## src/rtl/debounce_pkg.sv

```systemverilog
// Shared definitions for the debounce bank.
//   deb_state_t : per-channel debounce FSM state
//   width_for() : counter width helper, never returns less than one bit
package debounce_pkg;

  typedef enum logic {
    ST_STABLE   = 1'b0,
    ST_COUNTING = 1'b1
  } deb_state_t;

  // Bits needed to count from 0 to n-1; at least one bit.
  function automatic int unsigned width_for(input int unsigned n);
    return (n <= 2) ? 1 : $clog2(n);
  endfunction

endpackage

```

## src/rtl/debounce_channel.sv

```systemverilog
// One debounce channel: 2-FF synchroniser, STABLE/COUNTING FSM with stability
// counter, registered debounced level and one-cycle rise/fall pulses, plus an
// optional hold counter producing a one-cycle long-press pulse.
// Optional feature macro: DEBOUNCE_LONG_PRESS_EN (o_long tied 0 when undefined).
// Ports:
//   i_clk    : system clock, all logic on posedge
//   i_rst_n  : asynchronous active-low reset
//   i_btn    : raw asynchronous button input
//   o_level  : debounced level (1 = pressed, after ACTIVE_LOW inversion)
//   o_rise   : one-cycle pulse on o_level 0->1
//   o_fall   : one-cycle pulse on o_level 1->0
//   o_long   : one-cycle pulse after LONG_PRESS_CYCLES cycles of o_level high
module debounce_channel
  import debounce_pkg::*;
#(
  parameter int unsigned DEBOUNCE_CYCLES   = 270000,
  parameter int unsigned ACTIVE_LOW        = 0,
  parameter int unsigned LONG_PRESS_CYCLES = 27000000
) (
  input  logic i_clk,
  input  logic i_rst_n,
  input  logic i_btn,
  output logic o_level,
  output logic o_rise,
  output logic o_fall,
  output logic o_long
);

  localparam int unsigned      CNT_W    = width_for(DEBOUNCE_CYCLES);
  localparam logic [CNT_W-1:0] CNT_LAST = CNT_W'(DEBOUNCE_CYCLES - 1);
  localparam logic [CNT_W-1:0] CNT_ONE  = CNT_W'(1);
  localparam logic             POL      = (ACTIVE_LOW != 0);

  if (DEBOUNCE_CYCLES < 2) begin : g_bad_debounce
    $error("debounce_channel: DEBOUNCE_CYCLES must be >= 2");
  end
  if (LONG_PRESS_CYCLES < 1) begin : g_bad_long
    $error("debounce_channel: LONG_PRESS_CYCLES must be >= 1");
  end

  logic             sync_meta;
  logic             sync_out;
  logic             s;
  deb_state_t       state;
  logic [CNT_W-1:0] cnt;

  // Synchroniser flops reset to the polarity value so the post-inversion
  // sample is 0 out of reset regardless of ACTIVE_LOW.
  always_ff @(posedge i_clk or negedge i_rst_n) begin
    if (!i_rst_n) begin
      sync_meta <= POL;
      sync_out  <= POL;
    end else begin
      sync_meta <= i_btn;
      sync_out  <= sync_meta;
    end
  end

  assign s = sync_out ^ POL;

  // A change is accepted only after DEBOUNCE_CYCLES consecutive samples that
  // differ from the current level; any agreeing sample abandons the count.
  always_ff @(posedge i_clk or negedge i_rst_n) begin
    if (!i_rst_n) begin
      state   <= ST_STABLE;
      cnt     <= '0;
      o_level <= 1'b0;
      o_rise  <= 1'b0;
      o_fall  <= 1'b0;
    end else begin
      o_rise <= 1'b0;
      o_fall <= 1'b0;
      case (state)
        ST_STABLE: begin
          if (s != o_level) begin
            state <= ST_COUNTING;
            cnt   <= CNT_ONE;
          end else begin
            cnt <= '0;
          end
        end
        ST_COUNTING: begin
          if (s == o_level) begin
            state <= ST_STABLE;
            cnt   <= '0;
          end else if (cnt == CNT_LAST) begin
            o_level <= s;
            o_rise  <= s;
            o_fall  <= ~s;
            state   <= ST_STABLE;
            cnt     <= '0;
          end else begin
            cnt <= cnt + CNT_ONE;
          end
        end
        default: begin
          state <= ST_STABLE;
          cnt   <= '0;
        end
      endcase
    end
  end

`ifdef DEBOUNCE_LONG_PRESS_EN
  localparam int unsigned       HOLD_W   = width_for(LONG_PRESS_CYCLES + 1);
  localparam logic [HOLD_W-1:0] HOLD_MAX = HOLD_W'(LONG_PRESS_CYCLES);
  localparam logic [HOLD_W-1:0] HOLD_ONE = HOLD_W'(1);

  logic [HOLD_W-1:0] hold;

  // Saturating at HOLD_MAX guarantees at most one o_long per press.
  always_ff @(posedge i_clk or negedge i_rst_n) begin
    if (!i_rst_n) begin
      hold   <= '0;
      o_long <= 1'b0;
    end else begin
      o_long <= 1'b0;
      if (!o_level) begin
        hold <= '0;
      end else if (hold != HOLD_MAX) begin
        hold <= hold + HOLD_ONE;
        if (hold == HOLD_MAX - HOLD_ONE) begin
          o_long <= 1'b1;
        end
      end
    end
  end
`else
  assign o_long = 1'b0;
`endif

endmodule

```

## src/rtl/debounce_bank.sv

```systemverilog
// NUM_CH independent button/switch debouncers; wiring only, one
// debounce_channel per input bit.
// Optional feature macro: DEBOUNCE_LONG_PRESS_EN (enables o_long pulses).
// Ports:
//   i_clk    : system clock
//   i_rst_n  : asynchronous active-low reset
//   i_btn    : [NUM_CH] raw asynchronous button inputs
//   o_level  : [NUM_CH] debounced levels (1 = pressed)
//   o_rise   : [NUM_CH] one-cycle pulses on level 0->1
//   o_fall   : [NUM_CH] one-cycle pulses on level 1->0
//   o_long   : [NUM_CH] one-cycle long-press pulses (0 without the macro)
module debounce_bank
  import debounce_pkg::*;
#(
  parameter int unsigned NUM_CH            = 4,
  parameter int unsigned DEBOUNCE_CYCLES   = 270000,
  parameter int unsigned ACTIVE_LOW        = 0,
  parameter int unsigned LONG_PRESS_CYCLES = 27000000
) (
  input  logic              i_clk,
  input  logic              i_rst_n,
  input  logic [NUM_CH-1:0] i_btn,
  output logic [NUM_CH-1:0] o_level,
  output logic [NUM_CH-1:0] o_rise,
  output logic [NUM_CH-1:0] o_fall,
  output logic [NUM_CH-1:0] o_long
);

  for (genvar ch = 0; ch < NUM_CH; ch++) begin : g_ch
    debounce_channel #(
      .DEBOUNCE_CYCLES  (DEBOUNCE_CYCLES),
      .ACTIVE_LOW       (ACTIVE_LOW),
      .LONG_PRESS_CYCLES(LONG_PRESS_CYCLES)
    ) u_channel (
      .i_clk  (i_clk),
      .i_rst_n(i_rst_n),
      .i_btn  (i_btn[ch]),
      .o_level(o_level[ch]),
      .o_rise (o_rise[ch]),
      .o_fall (o_fall[ch]),
      .o_long (o_long[ch])
    );
  end

endmodule

```

## config.mk

```make
export PLATFORM = sky130hd
export DESIGN_NAME = debounce_bank
export DESIGN_NICKNAME = d
export VERILOG_FILES = /design/src/rtl/debounce_pkg.sv /design/src/rtl/debounce_channel.sv /design/src/rtl/debounce_bank.sv
export SDC_FILE = /design/constraint.sdc
export NUM_CORES = 1
export LEC_CHECK = 0
export BUFFER_PORTS_ARGS = -buffer_cell sky130_fd_sc_hd__buf_4
export CAP_MARGIN = 20
export CORE_AREA = 2 2 113 115
export CTS_CLUSTER_SIZE = 10
export DETAILED_ROUTE_END_ITERATION = 7
export DIE_AREA = 0 0 115 117
export SETUP_SLACK_MARGIN = 0.2
export SYNTH_ARGS = -nofsm -noshare
export SYNTH_HDL_FRONTEND = slang
export SYNTH_SLANG_ARGS = --single-unit
```

## constraint.sdc

```tcl
create_clock -name i_clk -period 5.5 [get_ports i_clk]
set_input_delay 0.275 -clock i_clk [delete_from_list [all_inputs] [get_ports i_clk]]
set_output_delay 0.275 -clock i_clk [all_outputs]
set_load 0.01 [all_outputs]
```

### After elaboration in Yosys (flattened, before gate mapping)

Index checks and enable logic that the tools add are counted.

| cells by class | value |
|---|---|
| equality and inequality tests | 12 |
| reductions and logical operators | 4 |
| div/mod/pow operators | 0 |
| $mul | 0 |
| shifts and indexed selects | 0 |
| order comparisons | 0 |
| mux-type cells | 56 |
| $add $sub $neg | 4 |
| bitwise logic cells | 12 |

Operators with widths:

| kind | number |
|---|---|
| 19-bit 2-to-1 mux | 8 |
| 19-bit one-hot mux with 2 select lines | 4 |
| 19-bit by 1-bit adder with 19-bit output, second input constant | 4 |
| 19-bit equality test, second input constant | 4 |
| 1-bit 2-to-1 mux | 40 |
| 1-bit NOT | 12 |
| 3-bit AND reduction | 4 |
| 1-bit one-hot mux with 2 select lines | 4 |
| 1-bit equality test | 4 |
| 1-bit inequality test | 4 |

| storage, ports and cells | value |
|---|---|
| flip-flop bits (word level) | 100 |
| latch bits | 0 |
| ROM bits | 0 |
| input port bits | 6 |
| bits in writable memories | 0 |
| memories | 0 |
| logic and storage cells | 116 |

### Logic depth before layout (Yosys ltp)

| logic depth | value |
|---|---|
| depth in word-level cells | 4 |
| gate-level depth with buffers | 6 |
| gate-level depth less buffers | 5 |

### Cells and area by module

From an unflattened synthesis, not the netlist that was laid out.

| second synthesis, totals | value |
|---|---|
| cells, all modules | 468 |
| area total of the unflattened synthesis | 4944.7 sq um |

By module, submodules not included:

| module | cells an instance | seq. area each (sq um) | instances | area each (sq um) |
|---|---|---|---|---|
| debounce_channel | 117 | 625.6 | 4 | 1236.2 |

### Worst setup path after synthesis

No wires, ideal clock.

| timing | value |
|---|---|
| path kind | register -> register |
| start | reg g_ch[1].u_channel.cnt[0] |
| end | reg g_ch[1].u_channel.o_level |
| period minus slack after synthesis | 2.046 ns |
| cell stages (with the launch flop) | 6 |
| data required time | 5.375 ns |
| data arrival time | 1.922 ns |
| path slack | 3.454 ns |
| path through | dfrtp_1 -> ha_1 -> nand3_4 -> or4b_4 -> nor4b_4 -> mux2_2 |

| on the way | value |
|---|---|
| word-level cells in the longest chain between the ends | 2 |

RTL lines:

| item | RTL line | source |
|---|---|---|
| from (decl) | debounce_channel.sv:45 | `logic [CNT_W-1:0] cnt;` |
| from (signal assigned) | debounce_channel.sv:93 | `cnt <= cnt + CNT_ONE;` |
| 19-bit equality test | debounce_channel.sv:86 | `end else if (cnt == CNT_LAST) begin` |
| 3-bit AND reduction (no source line) | n/a |  |
| to (signal assigned) | debounce_channel.sv:87 | `o_level <= s;` |
| to (decl) | debounce_channel.sv:23 | `output logic o_level,` |

Every way passes these cells.
A chain may end at the register's enable or synchronous reset.

### Worst setup path in the final report

| timing | value |
|---|---|
| start | reg g_ch[3].u_channel.cnt[17] |
| end | reg g_ch[3].u_channel.cnt[18] |

| on the way | value |
|---|---|
| word-level cells in the longest chain between the ends | 4 |
| elaborated cells between the ends (all ways) | 5 |
| those cells by class | add/sub (1); eq/ne (1); mux (3) |

RTL lines:

| item | RTL line | source |
|---|---|---|
| from (decl) | debounce_channel.sv:45 |  |
| from (signal assigned) | debounce_channel.sv:93 |  |
| 19-bit by 1-bit adder with 19-bit output or 19-bit equality test (tied branches) | debounce_channel.sv:93, debounce_channel.sv:86 |  |
| 19-bit 2-to-1 mux * | debounce_channel.sv:86 |  |
| 19-bit 2-to-1 mux * | debounce_channel.sv:83 | `if (s == o_level) begin` |
| 19-bit one-hot mux with 2 select lines * | debounce_channel.sv:73 | `case (state)` |

Every way passes the cells marked *; elsewhere a longest branch is shown, timed or not.

==> impl_metrics.ini <==
[status]
status = finished, final reports clean

[synth]
ys_top_cells_by_area = dfrtp_1 (52%), xnor2_1 (8.9%), nor2_1 (6.1%)
predominant_post_synthesis_flop_cell = dfrtp_1
syn-mean-instance-area_sq_um = 10.3
async_flop_share_pct = 100
synth_seq_area_share_pct = 52.1
synth_area_sq_mm = 0.00480
yosys.cell_count.top_type = dfrtp_1
yosys_register_bits = 100
netlist-cell-type-count = 45
synth_top_area_cell = dfrtp_1
proportion_of_netlist_area_held_by_the_largest_area_contributor_pct = 52.1
synth_edf_count = 0
yosysWarningCount = 0
postSynthCellCount = 466
most_frequent_cells_after_synthesis = dfrtp_1 (100), nor2_1 (78), xnor2_1 (49)

[min_path]
timing.hold.worst.class = primary input to register

[floorplan]
floorplan.io_pins = 22
start_util_pct = 39.0
design.die.area_sq_mm = 0.0135
dieHeight_um = 117
coreArea_sq_mm = 0.0123
floorplan.die.width_um = 115
row_count = 41

[power]
power.static_leakage_nw = 2.04
pwr_density_cell_mw_per_mm2 = 283
ir_drop_mv = 0.198

[clock_tree]
post_cts_hold_buffer_count = 1
htree_levels = 3
cts_resized = 0
clock_sink_count = 100
tritoncts = built
worst_setup_hold_path_clk_slew_ns = 0.06
max-clock-path-buffers = 2
clk_root_buffer_cell = clkbuf_16
insertion_delay_ns = 0.35
cts_setup_buffers = 0
cts-buffers-inserted = 9

[placement]
place_hpwl_um = 5720
dpl_worst_slack_ns = 3.15
placement.io_buffers = 17
finalWeightedCongestion = 0.802

[setup_path]
regToRegStartpoint = g_ch[3].u_channel.cnt[17]
timing.critical_path.slowest_cell_delay_ns = 0.52
worst-path-max-fanout = 12
path_depth = 5
timing.critical_path.arrival_ns = 2.60
crit_path_top_delay_cell = or4_1
reg2regPathDepth = 5
timing.critical_path.max_delay_family = simple AND/OR/NAND/NOR gates
timing.critical_path.from = g_ch[3].u_channel.cnt[17]
worst-path-buf-inv = 1
critical_path.endpoint_type = register
crit_path_end = g_ch[3].u_channel.cnt[18]
timing.rr.end = g_ch[3].u_channel.cnt[18]
crit_chain = or4_1, or3_1, o21ai_1, buf_4, o21ba_2
nature_of_the_critical_path_startpoint = register
reg2reg_slack_ns = 3.14
worst_setup_path_type = register to register
crit_required_ns = 5.74

[timing]
finalHoldViolCount = 0
layout_setup_ws_ns = 3.14
max-slew-margin-rel_pct = 37.3
finalMaxSlewViolations = 0
timing.final.setup_violations = 0
timing.final.crit_share_pct = 42.9
setup_tns_ns = 0
achievable-frequency_mhz = 424
final.setup_skew_ns = 0.00595
tightest_slew_ns = 0.940
rsz0062_at_grt = false
period_needed_ns = 2.36
fin_hold_ws_ns = 0.0309

[detailed_routing]
wl_per_cell_um = 13.4
route.detailed.drc = 0
ant_nets = 0
drtIter0Drc = 174
drt_pass1_iterations = 4
detail_route.vias_per_cell = 5.22
routed-via-count = 3291
wl_um = 8480

[layout]
areaGrowthSynthToFinish_pct = 10.6
fin_util_pct = 43.1
fillerInstances = 1184
num-nets-final = 486
num_antenna_cells = 0
layout-drive-gt1-share_pct = 10.4

[global_routing]
grt_max_degree = 77
via_count_of_the_first_global_routing_pass = 3191
grt_pass1_wl_um = 15000
number_of_antenna_violations_at_the_first_check_in_global_routing = 0
track_usage_pct = 14.2
global_route.overflow_total = 0

[job]
max_cap_viol_count = 0
cell type report:
type / count / area, sq um / share of cell area [%]
Clock inverter: 4 / 72.6 / 1.37
Sequential cell: 100 / 2500 / 47.1
Clock buffer: 12 / 246 / 4.64
Inverter: 18 / 67.6 / 1.27
Tap cell: 150 / 188 / 3.53
Timing Repair Buffer: 20 / 153 / 2.87
Multi-Input combinational cell: 327 / 2080 / 39.2
report_power, final:
| group | leakage [nW] | internal [W] | switching [W] | total [W] |
|---|---|---|---|---|
| registers | 1.36 | 0.000751 | 0.0000150 | 0.000766 |
| clock network | 0.153 | 0.000410 | 0.000263 | 0.000673 |
| logic | 0.521 | 0.0000200 | 0.0000437 | 0.0000637 |
| total | 2.04 | 0.00118 | 0.000321 | 0.00150 |
kinds of logic (layout without fill, tap and decap cells):
group                      count (synthesis)  in the layout  synth area share, %
adders and majority gates                  4              4                 1.04
buffers and inverters                     42             54                 4.77
and+or+nand+nor                          219            219                 24.7
muxes                                      6              6                 1.35
DFF                                      100            100                 52.1
other                                      1              4               0.0781
AOI/OAI and AO/OA                         31             31                 4.46
xor gates and xnor gates                  63             63                 11.5
worst min path at each step:
stage,to,cells past startpoint,slack [ns],startpoint
after floorplan,g_ch[0].u_channel.cnt[0],0,-0.02,i_rst_n
after global placement,g_ch[2].u_channel.cnt[0],1,0.20,i_rst_n
after detailed placement,g_ch[2].u_channel.cnt[0],1,0.20,i_rst_n
after CTS,g_ch[0].u_channel.sync_meta,1,0.01,i_btn[0]
after global routing,g_ch[3].u_channel.sync_meta,1,0.01,i_btn[3]
final,g_ch[0].u_channel.sync_meta,1,0.03,i_btn[0]
per-stage QoR:
stage / cell area [sq um] / power, W / std cells
finish: 5310 / 0.00150 / 631
global route: 5310 / 0.00157 / 631
CTS: 5310 / 0.00153 / 631
detailed placement: 4980 / 0.000845 / 614
global placement: 4980 / 0.000843 / 614
floorplan: 4810 / 0.000818 / 469
cells in the final DEF, fill, tap and decap left out, types with 3 or more instances in the layout:
cell type,Yosys,routed
nand3_1,25,25
xor2_1,14,14
mux2_2,4,4
a21oi_1,6,6
conb_1,1,4
nand2_1,14,14
ha_1,4,4
and4_1,5,5
xnor2_1,49,49
nor4_1,20,20
nand4_1,24,24
nor2_1,78,78
a31o_2,3,3
o22ai_1,4,4
buf_4,18,19
and2_1,6,6
nor3_1,17,17
clkbuf_16,0,9
and3_1,5,5
dfrtp_1,100,100
inv_1,18,18
or3_1,6,6
nor2b_1,4,4
o21ai_0,9,9
registers in the layout, indices dropped and copies added, names as in the netlist:
name	cells
g_ch.u_channel.o_rise	4
g_ch.u_channel.o_fall	4
g_ch.u_channel.s	4
g_ch.u_channel.sync_meta	4
g_ch.u_channel.state	4
g_ch.u_channel.o_level	4
g_ch.u_channel.cnt	76
layer usage:
metal | up-vias | track usage, % | share of wire (%)
met3 | 9 | 4.27 | 4.0
met2 | 55 | 22.4 | 46
li1 | 1628 | - | -
met5 | - | 0 | 0
met1 | 1599 | 18.0 | 48
met4 | 0 | 6.35 | 1.9
No activity file was read; power rests on OpenSTA's default activity.
